<file path="config.mk">
export PLATFORM = sky130hd
export DESIGN_NAME = magnetron_latch_driver
export DESIGN_NICKNAME = d
export VERILOG_FILES = /design/src/rtl/magnetron_pkg.sv /design/src/rtl/mag_pulse_timer.sv /design/src/rtl/magnetron_latch_driver.sv
export SDC_FILE = /design/constraint.sdc
export NUM_CORES = 1
export LEC_CHECK = 0
export CORE_MARGIN = 8
export CORE_UTILIZATION = 40
export CTS_CLUSTER_DIAMETER = 50
export DETAILED_ROUTE_END_ITERATION = 10
export GPL_TIMING_DRIVEN = 0
export PLACE_DENSITY_LB_ADDON = 0.05
export SETUP_SLACK_MARGIN = 0.3
export SLEW_MARGIN = 25
export SYNTH_ARGS = -nofsm -noshare
export SYNTH_HDL_FRONTEND = slang
export SYNTH_SLANG_ARGS = --single-unit
</file>
<file path="constraint.sdc">
create_clock -name clk -period 1.74 [get_ports clk]
set_input_delay 0.174 -clock clk [delete_from_list [all_inputs] [get_ports clk]]
set_output_delay 0.174 -clock clk [all_outputs]
set_load 0.005 [all_outputs]
</file>
<file path="src/rtl/magnetron_pkg.sv">
// magnetron_pkg: shared types and defaults for the magnetron latch driver.
//   mag_state_t : controller states
//   mag_out_t   : registered output bundle driven toward the latch
//   imax        : helper for sizing the shared down-counter
package magnetron_pkg;

   typedef enum logic [2:0] {
      BOOT        = 3'd0,
      RESET_PULSE = 3'd1,
      COOLDOWN    = 3'd2,
      IDLE        = 3'd3,
      SET_PULSE   = 3'd4,
      ON          = 3'd5
   } mag_state_t;

   typedef struct packed {
      logic set;
      logic reset;
      logic on;
      logic busy;
   } mag_out_t;

   localparam int MAG_PULSE_CYCLES   = 4;
   localparam int MAG_MIN_OFF_CYCLES = 10;

   function automatic int imax(input int a, input int b);
      return (a > b) ? a : b;
   endfunction

endpackage

</file>
<file path="src/rtl/mag_pulse_timer.sv">
// mag_pulse_timer: loadable down-counter that saturates at zero.
//   clk, rst_n : clock, async active-low reset (value -> 0)
//   load       : load load_val on this edge (wins over decrement)
//   load_val   : value to load
//   value      : current count
//   zero       : value == 0
module mag_pulse_timer #(
   parameter int W = 4
) (
   input  logic         clk,
   input  logic         rst_n,
   input  logic         load,
   input  logic [W-1:0] load_val,
   output logic [W-1:0] value,
   output logic         zero
);

   always_ff @(posedge clk or negedge rst_n) begin
      if (!rst_n)           value <= '0;
      else if (load)        value <= load_val;
      else if (value != '0) value <= value - 1'b1;
   end

   assign zero = (value == '0);

endmodule

</file>
<file path="src/rtl/magnetron_latch_driver.sv">
// magnetron_latch_driver: turns start/stop/door/timer events into clean,
// mutually exclusive fixed-width set/reset pulses for the magnetron SR latch
// and enforces a minimum off-time before re-ignition.
//   clk, rst_n   : clock, async active-low reset
//   start        : level, request magnetron on
//   stop         : level, stop/clear
//   door_closed  : level, 1 = door closed and latched
//   timer_done   : level, cook timer expired
//   mag_set      : latch S (registered)
//   mag_reset    : latch R (registered)
//   mag_on       : magnetron commanded on (SET_PULSE or ON)
//   busy         : any state other than IDLE
module magnetron_latch_driver
   import magnetron_pkg::*;
#(
   parameter int PULSE_CYCLES   = MAG_PULSE_CYCLES,
   parameter int MIN_OFF_CYCLES = MAG_MIN_OFF_CYCLES
) (
   input  logic clk,
   input  logic rst_n,
   input  logic start,
   input  logic stop,
   input  logic door_closed,
   input  logic timer_done,
   output logic mag_set,
   output logic mag_reset,
   output logic mag_on,
   output logic busy
);

   localparam int CNT_W = $clog2(imax(PULSE_CYCLES, MIN_OFF_CYCLES) + 1);

   mag_state_t       state_q, state_d;
   mag_out_t         out_d, out_q;
   logic             kill;
   logic             cnt_load, cnt_zero;
   logic [CNT_W-1:0] cnt_load_val, cnt_val;
   logic             unused_cnt;

   assign kill = stop | timer_done | ~door_closed;

   // State and output registers. Outputs are decoded from the next state and
   // registered so the latch never sees a combinational glitch.
   always_ff @(posedge clk or negedge rst_n) begin
      if (!rst_n) begin
         state_q <= BOOT;
         out_q   <= '0;
      end else begin
         state_q <= state_d;
         out_q   <= out_d;
      end
   end

   // Next-state logic. Timed states leave when the shared counter hits zero;
   // it was loaded with (duration-1) on entry.
   always_comb begin
      state_d = state_q;
      case (state_q)
         BOOT:        state_d = RESET_PULSE;
         RESET_PULSE: if (cnt_zero) state_d = COOLDOWN;
         COOLDOWN:    if (cnt_zero) state_d = IDLE;
         IDLE:        if (start && !kill) state_d = SET_PULSE;
         SET_PULSE: begin
            if (kill)          state_d = RESET_PULSE;
            else if (cnt_zero) state_d = ON;
         end
         ON:          if (kill) state_d = RESET_PULSE;
         default:     state_d = RESET_PULSE;
      endcase
   end

   // Counter load on entry to any timed state.
   always_comb begin
      cnt_load     = (state_d != state_q) &&
                     (state_d == RESET_PULSE || state_d == COOLDOWN ||
                      state_d == SET_PULSE);
      cnt_load_val = (state_d == COOLDOWN) ? CNT_W'(MIN_OFF_CYCLES - 1)
                                           : CNT_W'(PULSE_CYCLES - 1);
   end

   // Output decode from next state; set and reset are one-hot by construction.
   always_comb begin
      out_d       = '0;
      out_d.set   = (state_d == SET_PULSE);
      out_d.reset = (state_d == RESET_PULSE);
      out_d.on    = (state_d == SET_PULSE) || (state_d == ON);
      out_d.busy  = (state_d != IDLE);
   end

   mag_pulse_timer #(.W(CNT_W)) u_timer (
      .clk      (clk),
      .rst_n    (rst_n),
      .load     (cnt_load),
      .load_val (cnt_load_val),
      .value    (cnt_val),
      .zero     (cnt_zero)
   );

   // Only the zero flag drives the FSM; the raw count is observability only.
   assign unused_cnt = ^cnt_val;

   assign mag_set   = out_q.set;
   assign mag_reset = out_q.reset;
   assign mag_on    = out_q.on;
   assign busy      = out_q.busy;

endmodule
</file>
==> results.cfg <==
[global_route]
grt_max_degree = 12
grt_pass1_vias = 525
grt_pass1_wl_um = 2300
grt.overflow.total = 0
antenna_found_initial = 0
track_usage_pct = 10.9

[floorplan]
chipHeight_um = 53.2
start_util_pct = 42.5
rows = 13
die_area_sq_um = 2830
io_pins = 10
die_w_um = 53.2
core_sq_um = 1300

[critical_path]
crit_fanout = 3
critPathCaptureType = flip-flop
critPathArrivalTime_ns = 1.83
critPathRequiredTime_ns = 1.91
slowest_delay_ns = 0.40
crit_type = reg2reg
crit_slowest_cell = dfrtp_1
rr_worst_depth = 8
critPathLaunchType = flip-flop
cpMostUsedCell = buf_6
crit_chain = inv_2 > ha_4 > or3b_4 > a21boi_2 > a211o_1 > buf_6 > buf_6 > a21oi_2

[cts]
postCtsHoldBufs = 0
clkTransAtPathRegs_ns = 0.07
clk_latency_ns = 0.27
cts-root-buf = clkbuf_4
cts_buffers = 3
clockBufferDepth = 2
cts_tree = built
cts.sinks = 11
cts_max_level = 1

[routing]
drc = 0
vias_per_cell = 5.82
detailroute.via_count = 547
postRouteAntennaNets = 0
wl_per_cell_um = 15.2
drtIter0Drc = 33
routed_wl_um = 1430
firstDrtPassIters = 4

[place]
port_buffers = 9
dp_cells = 78
place_ws_ns = -0.291
dp_hpwl_um = 862
dpl-instance-area_sq_um = 681
gp_congestion = 0.774

[sta]
worst_slew_pin_slew_ns = 0.486
setup_ws_ns = 0.0795
fin_crit_sh_pct = 95.4
slew_viol_final = 0
setup-tns-final_ns = 0
fin_crit_ns = 1.66
hold_violations = 0
skew_ns = 0.00459
slew_headroom_pct = 67.5
whs_ns = 0.223
max_freq_ghz = 0.602
rsz0062_at_grt = yes
setup_viol = 0

[layout]
final_cells = 94
drive_gt1_share_pct = 35.4
final_common_cell = dfrtp_1
finish.utilization_pct = 63.3
antenna_cells = 0
layout.nets = 87
stdcell_area_sq_um = 823
mostFrequentLayoutCells = dfrtp_1 (11), buf_4 (10), clkdlybuf4s50_1 (6), nand2_1 (5)
area_growth_pct = 48.9

[min_path]
hp-class = in2async

[synth]
syn_nets = 61
yosys_warnings = 0
yosys.area.top_type = dfrtp_1
async_flop_share_pct = 100
ys_seq_area_share_pct = 49.8
synth_cell_types = 27
yosysTopAreaCellShare_pct = 49.8
synth_ff_type = dfrtp_1
ys_seq_elements = 11
yosys-top-cells-area = dfrtp_1 (50%), a21oi_1 (4.5%), nand2_1 (3.4%), xnor2_1 (3.2%), nand3_1 (2.7%)
netlist_area_sq_um = 553
syn_inst = 54
synth_edf_count = 0
avgSynthCellArea_sq_um = 10.2

[power]
ir_drop_mv = 1.01
power.density_nw_per_um2 = 1670
p_leak_nw = 0.367
power.total_mw = 1.38

[run]
maxCapViolCount = 0

[run_status]
status = finished clean
-- area by class of cell --
type | instances | area, sq um
fill | 110 | 478
buffer | 1 | 11.3
timing repair buffer | 21 | 185
inverter | 4 | 15.0
tap | 15 | 18.8
clock buffer | 4 | 26.3
multi-input combinational | 38 | 292
sequential | 11 | 275
-- cell families after synthesis --
group           synth area share [%]
fa+ha+maj                       2.26
flops                           49.8
compound gates                  20.8
xor+xnor                        3.17
simple gates                    19.2
buf+inv                         4.75
-- repair_timing --
action	4_1_cts	5_1_grt
pin swaps	6	0
cloned	0	0
setup buffers	8	4
resized for setup	9	2
setup endpoints to repair	5	9
-- worst max-delay path: cells and delay by family (launching register included) --
kind	cells	cell delay, ns
compound gates	3	0.35
fa+ha+maj	1	0.13
buf+inv	3	0.30
flops	1	0.40
simple gates	1	0.38
-- worst paths after layout --
path / startpoint / to / slack [ns]
worst max-delay path: u_timer.value[1] / u_timer.value[2] / 0.08
worst min register to register: state_q[2] / state_q[1] / 0.55
max in group asynchronous: rst_n / state_q[0] / 1.18
min in group clk: stop / mag_set / 0.47
worst max register to register: u_timer.value[1] / u_timer.value[2] / 0.08
worst min-delay path: rst_n / mag_reset / 0.22
-- synthesized netlist by cell type, types with 2 or more instances --
library cell and number:
a21oi_1 5, inv_1 4, nor2_1 3, nand2b_1 2
xnor2_1 2, nand2_1 5, nand3_1 3, dfrtp_1 11
-- layer usage --
layer	part of all wire (%)	global-route usage, %
met5	0	0
met4	0.49	5.46
met3	8.5	5.04
met2	49	16.4
met1	42	12.6
-- state kept, by name, indices dropped and copies added (netlist names) --
register / cells
busy: 1
mag_on: 1
mag_reset: 1
mag_set: 1
state_q: 3
u_timer.value: 4
-- where the power goes --
group          switching, mW  internal (mW)
combinational          0.302          0.445
sequential            0.0978          0.350
clock                 0.0916         0.0889
Power figures use the tool's default switching activity.
